--- src/rtl/lcd_cmd_sequencer.sv ---
// lcd_cmd_sequencer: FIFO-buffered host command scheduler for the LCD core, issuing one command per busy handshake.
// Optional LCD_SEQ_FILTER_EN: codes 12..15 are accepted but dropped, and flagged through overflow.
module lcd_cmd_sequencer #(
    parameter int DEPTH = 8,
    parameter int AW    = 3
) (
    input  logic       clk,
    input  logic       reset,
    input  logic [3:0] host_cmd,
    input  logic       host_valid,
    output logic       host_ready,
    output logic [3:0] lcd_cmd,
    output logic       lcd_cmd_valid,
    input  logic       lcd_busy,
    input  logic       lcd_done,
    output logic [7:0] issued_cnt,
    output logic       overflow,
    output logic       finished
);
    localparam logic [2:0] S_IDLE  = 3'd0;
    localparam logic [2:0] S_ISSUE = 3'd1;
    localparam logic [2:0] S_GUARD = 3'd2;
    localparam logic [2:0] S_WAIT  = 3'd3;
    localparam logic [2:0] S_DRAIN = 3'd4;
    localparam logic [2:0] S_DONE  = 3'd5;

    logic [3:0]    mem_q [DEPTH];
    logic [AW-1:0] wr_ptr_q, wr_ptr_d, rd_ptr_q, rd_ptr_d;
    logic [AW:0]   count_q, count_d;
    logic [2:0]    state_q, state_d;
    logic          closed_q, closed_d, ovf_q, ovf_d;
    logic [3:0]    lcd_cmd_q, lcd_cmd_d;
    logic          valid_q, valid_d;
    logic [7:0]    issued_q, issued_d;
    logic          full, empty, push, store, pop, drop;

    assign full       = count_q == (AW+1)'(DEPTH);
    assign empty      = count_q == '0;
    assign host_ready = !full && !closed_q && state_q != S_DONE;
    assign push       = host_valid && host_ready;
    assign store      = push && !drop;
    assign pop        = state_q == S_IDLE && !empty && !lcd_busy;

`ifdef LCD_SEQ_FILTER_EN
    logic ill_q, ill_d;
    assign drop     = host_cmd >= 4'd12;
    assign ill_d    = ill_q || (push && drop);
    assign overflow = ovf_q || ill_q;
    always_ff @(posedge clk or posedge reset)
        if (reset) ill_q <= 1'b0;
        else       ill_q <= ill_d;
`else
    assign drop     = 1'b0;
    assign overflow = ovf_q;
`endif

    always_comb begin
        wr_ptr_d  = store ? wr_ptr_q + AW'(1) : wr_ptr_q;
        rd_ptr_d  = pop ? rd_ptr_q + AW'(1) : rd_ptr_q;
        count_d   = count_q + (AW+1)'(store) - (AW+1)'(pop);
        closed_d  = closed_q || (push && host_cmd == 4'd0);
        ovf_d     = ovf_q || (host_valid && full && !closed_q);
        lcd_cmd_d = pop ? mem_q[rd_ptr_q] : lcd_cmd_q;
        valid_d   = pop;
        issued_d  = (pop && issued_q != 8'hFF) ? issued_q + 8'd1 : issued_q;
        state_d   = state_q;
        case (state_q)
            S_IDLE:  state_d = pop ? S_ISSUE : S_IDLE;
            S_ISSUE: state_d = lcd_cmd_q == 4'd0 ? S_DRAIN : S_GUARD;
            // busy is not yet valid the cycle after the strobe
            S_GUARD: state_d = S_WAIT;
            S_WAIT:  state_d = lcd_busy ? S_WAIT : S_IDLE;
            S_DRAIN: state_d = lcd_done ? S_DONE : S_DRAIN;
            S_DONE:  state_d = S_DONE;
            default: state_d = S_IDLE;
        endcase
    end

    always_ff @(posedge clk)
        if (store) mem_q[wr_ptr_q] <= host_cmd;

    always_ff @(posedge clk or posedge reset)
        if (reset) begin
            wr_ptr_q  <= '0;
            rd_ptr_q  <= '0;
            count_q   <= '0;
            state_q   <= S_IDLE;
            closed_q  <= 1'b0;
            ovf_q     <= 1'b0;
            lcd_cmd_q <= 4'd0;
            valid_q   <= 1'b0;
            issued_q  <= 8'd0;
        end else begin
            wr_ptr_q  <= wr_ptr_d;
            rd_ptr_q  <= rd_ptr_d;
            count_q   <= count_d;
            state_q   <= state_d;
            closed_q  <= closed_d;
            ovf_q     <= ovf_d;
            lcd_cmd_q <= lcd_cmd_d;
            valid_q   <= valid_d;
            issued_q  <= issued_d;
        end

    assign lcd_cmd       = lcd_cmd_q;
    assign lcd_cmd_valid = valid_q;
    assign issued_cnt    = issued_q;
    assign finished      = state_q == S_DONE;
endmodule

--- config.mk ---
export PLATFORM = sky130hd
export DESIGN_NAME = lcd_cmd_sequencer
export DESIGN_NICKNAME = d
export VERILOG_FILES = /design/src/rtl/lcd_cmd_sequencer.sv
export SDC_FILE = /design/constraint.sdc
export NUM_CORES = 1
export LEC_CHECK = 0
export CAP_MARGIN = 20
export CORE_ASPECT_RATIO = 1.4
export CORE_UTILIZATION = 35
export CTS_CLUSTER_DIAMETER = 80
export DETAILED_ROUTE_END_ITERATION = 10
export PLACE_DENSITY = 0.63
export REMOVE_ABC_BUFFERS = 1
export SYNTH_ARGS = -nofsm -noshare
export SYNTH_HDL_FRONTEND = slang
export SYNTH_SLANG_ARGS = --single-unit
--- constraint.sdc ---
create_clock -name clk -period 5.5 [get_ports clk]
set_input_delay 1.65 -clock clk [delete_from_list [all_inputs] [get_ports clk]]
set_output_delay 1.65 -clock clk [all_outputs]
set_load 0.01 [all_outputs]
# --- Word level (Yosys, flattened, before mapping) ---
# Memories as Yosys holds them, arrays and structs flattened. A register that Yosys moved wholly into a read port is not among the register bits.
# Cells that the tools add are included.
totals:
  output_inout_bits: 16
  memories: 1
  regBits: 24
  input_bits: 9
  word_cells: 48
  mem_bits_rw: 32
op_classes:
  n_addsub: 5
  muxes: 7
  n_reduce_logical: 19
  eq_ne: 8
memory_table:
  columns: ["memory", "depth", "width", "read_ports", "rd_clocked_by_memory_dff", "write_ports", "line", "source"]
  rows:
  - ["mem_q", 8, 4, 1, 1, 1, "27", "logic [3:0] mem_q [DEPTH];"]
ops:
  columns: ["op", "n"]
  rows:
  - ["3-bit one-hot mux with 6 select lines", 1]
  - ["4-bit zero test", 3]
  - ["1-bit logical AND", 9]
  - ["8-bit by 1-bit adder with 8-bit output (second input constant)", 1]
  - ["8-bit != test (second input constant)", 1]
  - ["3-bit by 1-bit adder with 3-bit output (second input constant)", 2]
  - ["3-bit by 2-bit == test with 1-bit output (second input constant)", 2]
  - ["3-bit == test (second input constant)", 2]
  - ["4-bit by 1-bit adder with 4-bit output", 1]
  - ["4-bit == test (second input constant)", 1]
  - ["1-bit zero test", 4]
  - ["1-bit two-way mux", 4]
  - ["4-bit by 1-bit subtractor with 4-bit output", 1]
  - ["3-bit by 1-bit == test with 1-bit output (second input constant)", 1]
  - ["3-bit zero test", 1]
  - ["3-bit two-way mux", 1]
  - ["3-bit != test (second input constant)", 1]
  - ["1-bit logical OR", 2]
  - ["2-bit two-way mux", 1]

# --- Depth between registers and ports, before layout ---
# Gate-level depths: netlist of run 1.
logic_depth:
  word_depth: 7
  depth_mapped: 11
  depth_no_buf: 10

# --- Worst setup path before layout of run 1 ---
# No wires, ideal clock.
synth_timing:
  path_kind: "input port to flip-flop"
  startpoint: "input port lcd_busy"
  endpoint: "register count_q[2]"
  setup_ns: 0.123
  required_ns: 5.377
  path_buffers: 1
  setup_slack_ns: 2.010
  t_arrival_ns: 3.368
  stages: 10
  path_cell_list: "or4_1 a21o_1 buf_6 inv_1 ha_1 inv_1 ha_1 inv_1 fa_1 xnor2_1"
synth_between:
  elab_chain_len: 3
synth_rtl:
  columns: ["element", "line", "source"]
  rows:
  - ["start, declared", "14", "input logic lcd_busy,"]
  - ["1-bit zero test", "42", "assign pop = state_q == S_IDLE && !empty && !lcd_busy;"]
  - ["1-bit logical AND", "42", null]
  - ["via pop", "35", "logic full, empty, push, store, pop, drop;"]
  - ["4-bit by 1-bit subtractor with 4-bit output", "60", "count_d = count_q + (AW+1)'(store) - (AW+1)'(pop);"]
  - ["via count_d[2]", "29", "logic [AW:0] count_q, count_d;"]
  - ["end signal, assigned", "96", "count_q <= count_d;"]
  - ["end, declared", "29", null]
# The timed path passes the listed nets, and every way through them passes these cells.
# A chain may end at the register's enable or synchronous reset.

# --- Worst setup path in the final report of run 1 ---
# Same ends and word-level chain as after synthesis.

==> results.json, run 1 <==
{
  "track_usage_pct": 13.30,
  "p_total_uw": 1583,
  "synth_cell_types": 31,
  "synthCells": 184,
  "power_frac_comb_pct": 26.8,
  "yosys_warnings": 0,
  "clock.fmax_mhz": 259.7,
  "slew_violations": 0,
  "min_period_ps": 3850,
  "slowest_delay_ps": 450,
  "vias_per_cell": 4.711,
  "rows": 36,
  "grt_pass1_vias": 1463,
  "cts_hold_buffers": 0,
  "arrival_ps": 4080,
  "fill_cells": 658,
  "fin_cells": 315,
  "detail_route.first_pass.iterations": 4,
  "utilization_pct": 45.10,
  "ys_seq_elements": 60,
  "rsz0062_at_grt": "no",
  "grt_pass1_wl_mm": 7.127,
  "port_buffers": 24,
  "ys_seq_area_share_pct": 64.84,
  "cts_made_buffers": 9,
  "grtUsageMet1_pct": 14.91,
  "die_h_um": 103.2,
  "worst_slack_ps": 1650,
  "place_ws_ps": 1283,
  "leakage_uw": 0.001250,
  "crit_chain": "clkdlybuf4s50_1 > or4_1 > a21o_1 > inv_1 > ha_1 > inv_1 > ha_1 > inv_1 > fa_1 > xnor2_1",
  "clock_latency_ps": 340,
  "skew_ps": 7.955,
  "cts_setup_buffers": 0,
  "place_hpwl_mm": 3.213,
  "crit_path_frequent_cell": "inv_1",
  "syn_area_per_cell_um2": 13.93,
  "syn-cell-area_mm2": 0.002562,
  "p_sw_uw": 476.6,
  "place.gp.congestion": 0.7759,
  "cpMaxStageDelayCell": "clkdlybuf4s50_1",
  "final_net_count": 234,
  "start_kind": "input pin",
  "grt.met3_usage_pct": 4.070,
  "cts-root-buf": "clkbuf_8",
  "clkSinkCount": 60,
  "setup_viol": 0,
  "drive_above_1_share_pct": 11.82,
  "clkTransAtPathRegs_ps": 70,
  "fin_tns_setup_ps": 0,
  "fin_crit_sh_pct": 70.00,
  "route.detailed.drc": 0,
  "pwr-share-seq_pct": 42.4,
  "postRouteWirelength_mm": 4.369,
  "overflow": 0,
  "grt_busiest_layer": "met2",
  "status": "complete, no violations",
  "core_area_mm2": 0.007027,
  "hold_class": "reg -> reg",
  "crit_fanout": 18,
  "pwr_density_cell_mw_per_mm2": 499.4,
  "area_growth_pct": 23.68,
  "clk_path_buf_depth": 2,
  "maxCapViolations": 0,
  "vias": 1484,
  "sw_frac_of_total_pct": 30.11,
  "grt_max_degree": 19,
  "ir_worst_vdd_mv": 0.1851,
  "p_clk_share_pct": 30.7,
  "cp.required_ps": 5730,
  "antenna_found_initial": 0,
  "use_met2_pct": 21.26,
  "die_w_um": 74.32,
  "antenna_cells": 0,
  "die_area_mm2": 0.007672,
  "tightest_slew_ps": 739.0,
  "htreeDepth": 3,
  "cts_tree": "yes",
  "routedWlPerCell_um": 13.87,
  "hold_viol_final": 0,
  "critPathCaptureType": "register",
  "critPathKind": "in -> reg",
  "ios": 25,
  "first_iter_violations": 81,
  "ctsResizeCount": 0,
  "ant_nets": 0,
  "max_slew_margin_pct": 50.35,
  "place_inst": 299,
  "p_int_uw": 1106,
  "initial_core_util_pct": 36.47
}
==> flip-flops by register name, summed over array words and instances (netlist names), 3 cells and up <==
name        cells
mem_q          32
rd_ptr_q        3
lcd_cmd         4
count_q         4
state_q         3
wr_ptr_q        3
issued_cnt      8
==> layout make-up <==
type	instances	area, µm²	share of cell area [%]
Clock buffer	9	123.9	3.908
Clock inverter	7	123.9	3.908
Inverter	12	45.04	1.421
Multi-Input combinational cell	107	828.3	26.14
Sequential cell	60	1662	52.43
Tap cell	95	118.9	3.750
Timing Repair Buffer	25	267.8	8.448
==> through the flow <==
stage	hold WS [ps]	cell area (µm²)
after floorplan	468.0	2535
after global placement	456.7	2894
after detailed placement	457.6	2922
after CTS	473.1	3169
after global routing	493.8	3169
final	470.7	3169
==> synth_stat cells <==
master	n	area, µm²
edfxtp_1	32	960.9
dfrtp_1	28	700.7
nand2_1	19	71.32
nor2_1	14	52.55
inv_1	12	45.04
ha_1	9	112.6
mux4_2	8	180.2
xor2_1	8	70.07
a21oi_1	6	30.03
nand2b_1	5	31.28
nor3_1	5	25.02
mux2i_1	4	40.04
o21ai_0	4	20.02
xnor2_1	4	35.03
nor4_1	3	18.77
a211oi_1	2	15.01
a21o_1	2	15.01
clkbuf_1	2	7.510
nand3_1	2	10.01
nand4_1	2	12.51
o21ai_1	2	10.01
or4_1	2	15.01
a41o_1	1	10.01
and3b_1	1	8.760
buf_1	1	3.750
buf_2	1	5.000
buf_6	1	11.26
fa_1	1	20.02
mux2_2	1	11.26
nor3b_1	1	7.510
or3_1	1	6.260
==> layout by cell type, fill, tap and decap left out, types with 3 or more instances in the layout <==
| cell | netlist | routed |
|---|---|---|
| xor2_1 | 8 | 8 |
| dfrtp_1 | 28 | 28 |
| xnor2_1 | 4 | 4 |
| clkdlybuf4s50_1 | 0 | 24 |
| nor4_1 | 3 | 3 |
| bufinv_16 | 0 | 3 |
| nor2_1 | 14 | 14 |
| mux4_2 | 8 | 8 |
| nand2b_1 | 5 | 5 |
| inv_1 | 12 | 12 |
| ha_1 | 9 | 9 |
| clkbuf_8 | 0 | 9 |
| a21oi_1 | 6 | 6 |
| edfxtp_1 | 32 | 32 |
| nand2_1 | 19 | 19 |
| mux2i_1 | 4 | 4 |
| nor3_1 | 5 | 5 |
| o21ai_0 | 4 | 4 |
==> final timing paths <==
check | from | end | slack (ps) | depth (start not counted)
setup / recovery | lcd_busy | count_q[2] | 1650 | 10
hold / removal | overflow | overflow | 470 | 1
setup reg to reg | state_q[1] | count_q[2] | 2860 | 9
hold reg to reg | overflow | overflow | 470 | 1
max in group asynchronous | reset | issued_cnt[4] | 3300 | 3
min in group asynchronous | reset | count_q[0] | 1710 | 2
==> per-layer routing <==
metal / part of all wire, % / up-vias
met2: 51 / 33
met3: 3.2 / 11
li1: - / 721
met1: 42 / 719
met5: 0 / -
met4: 3.5 / 0
==> power groups by stage <==
stage          Clock (µW)  Sequential, µW  Combinational [µW]
2_1_floorplan           0             678                 261
3_3_place_gp            0             683                 418
3_5_place_dp            0             686                 431
4_1_cts               495             676                 432
5_1_grt               517             690                 483
6_report              486             672                 425
==> cell families after synthesis <==
group,share of synthesized area [%]
buf+inv,2.832
xor+xnor,4.102
mux,9.033
flops,64.84
fa+ha+maj,5.176
simple gates,10.11
compound gates,3.906
==> critical path, delay by kind of cell <==
family | cells | cell delay [ps]
compound gates | 1 | 360
xor+xnor | 1 | 140
fa+ha+maj | 3 | 760
buf+inv | 4 | 750
simple gates | 1 | 410
Note: power is estimated with default switching activity, not from simulation.
==> run 2, diff against run 1 <==
Settings changed: PLACE_DENSITY 0.63 to 0.65.
Clock period 5.5 ns to 3.2 ns, I/O delays scaled along.
==> results.json, run 2 (synthesis results as in run 1) <==
{
  "place_ws_ps": 43.04,
  "largest-register": "mem_q",
  "worst_slack_ps": 376.7,
  "grt_pass1_vias": 1512,
  "cts_setup_buffers": 0,
  "start_kind": "register",
  "antenna_cells": 0,
  "hold_class": "reg -> reg",
  "clk_path_buf_depth": 2,
  "vias_per_cell": 4.697,
  "pwr_density_cell_mw_per_mm2": 833.2,
  "place_hpwl_mm": 3.219,
  "min_period_ps": 2823,
  "maxCapViolations": 0,
  "fin_tns_setup_ps": 0,
  "ios": 25,
  "fin_cells": 323,
  "layout_common_cells": "32 x edfxtp_1, 28 x dfrtp_1, 24 x clkdlybuf4s50_1, 19 x nand2_1, 14 x nor2_1",
  "htreeDepth": 3,
  "route.detailed.drc": 0,
  "skew_ps": 7.553,
  "cts-root-buf": "clkbuf_8",
  "final_net_count": 242,
  "grt_max_degree": 29,
  "slew_violations": 0,
  "place_inst": 307,
  "die_h_um": 103.2,
  "place.gp.congestion": 0.7238,
  "largest_reg_flops": 32,
  "arrival_ps": 1860,
  "fill_cells": 648,
  "fin_crit_sh_pct": 88.23,
  "tightest_slew_ps": 534.2,
  "grt_pass1_wl_mm": 7.327,
  "track_usage_pct": 13.27,
  "clock.fmax_mhz": 354.2,
  "r2r_slack_ps": 810,
  "hold_viol_final": 0,
  "ant_nets": 0,
  "cts_hold_buffers": 0,
  "leakage_uw": 0.001264,
  "status": "complete, no violations",
  "core_area_mm2": 0.007027,
  "rsz0062_at_grt": "no",
  "overflow": 0,
  "cts_made_buffers": 9,
  "drive_above_1_share_pct": 14.91,
  "postRouteWirelength_mm": 4.404,
  "first_iter_violations": 66,
  "max_slew_margin_pct": 64.38,
  "clkSinkCount": 60,
  "clkTransAtPathRegs_ps": 70,
  "ctsResizeCount": 0,
  "initial_core_util_pct": 36.47,
  "die_area_mm2": 0.007672,
  "rows": 36,
  "antenna_found_initial": 0,
  "critPathKind": "reg -> out",
  "clock_latency_ps": 340,
  "cp.required_ps": 2240,
  "final_common_cell": "edfxtp_1",
  "vias": 1517,
  "detail_route.first_pass.iterations": 4,
  "cts_tree": "yes",
  "setup_viol": 0,
  "p_total_uw": 2654,
  "routedWlPerCell_um": 13.63,
  "ir_worst_vdd_mv": 0.2380,
  "critPathCaptureType": "output pin",
  "crit_fanout": 8,
  "die_w_um": 74.32,
  "port_buffers": 24,
  "area_growth_pct": 24.32
}
## run 2: worst paths after layout
kind                            start             to  depth (start not counted)
max in group asynchronous       reset  issued_cnt[6]                          3
min in group asynchronous       reset  issued_cnt[0]                          3
min                          overflow       overflow                          1
max reg2reg                state_q[1]     count_q[2]                          9
max                        state_q[1]     host_ready                          3
min reg2reg                  overflow       overflow                          1
## run 2: metal layers
| layer | global-route usage, % | vias to the layer above | wire length, µm |
|---|---|---|---|
| met3 | 3.198 | 9 | 113 |
| li1 | - | 743 | - |
| met5 | 0 | - | 0 |
| met4 | 7.402 | 0 | 119 |
| met1 | 14.64 | 740 | 1801 |
| met2 | 23.22 | 25 | 2369 |
## run 2: area by class of cell
cell class	count	area (µm²)	area share (%)
sequential	60	1662	52.16
multi-input combinational	107	828.3	26.00
timing repair buffer	33	307.8	9.662
clock buffer	9	123.9	3.888
tap	95	118.9	3.731
clock inverter	7	100.1	3.142
inverter	12	45.04	1.414
## run 2: critical path, stage by stage (launching register included)
cell and delay, ps:
dfrtp_1 460, and3b_1 250, a211oi_1 240, clkdlybuf4s50_1 570
## run 2: power breakdown
group / leakage (µW) / switching (µW) / internal (µW)
combinational: 0.000536 / 313 / 431
sequential: 0.000626 / 197 / 959
clock: 0.000102 / 312 / 442
total: 0.00126 / 823 / 1830
## run 2: per-stage QoR
stage / hold slack, ps / utilization (%) / instance area (µm²)
after floorplan: 468.0 / - / 2535
after global placement: 452.1 / 42.15 / 2962
after detailed placement: 457.7 / 42.15 / 2962
after CTS: 473.3 / 45.33 / 3186
after global routing: 498.8 / 45.33 / 3186
final: 468.5 / 45.33 / 3186
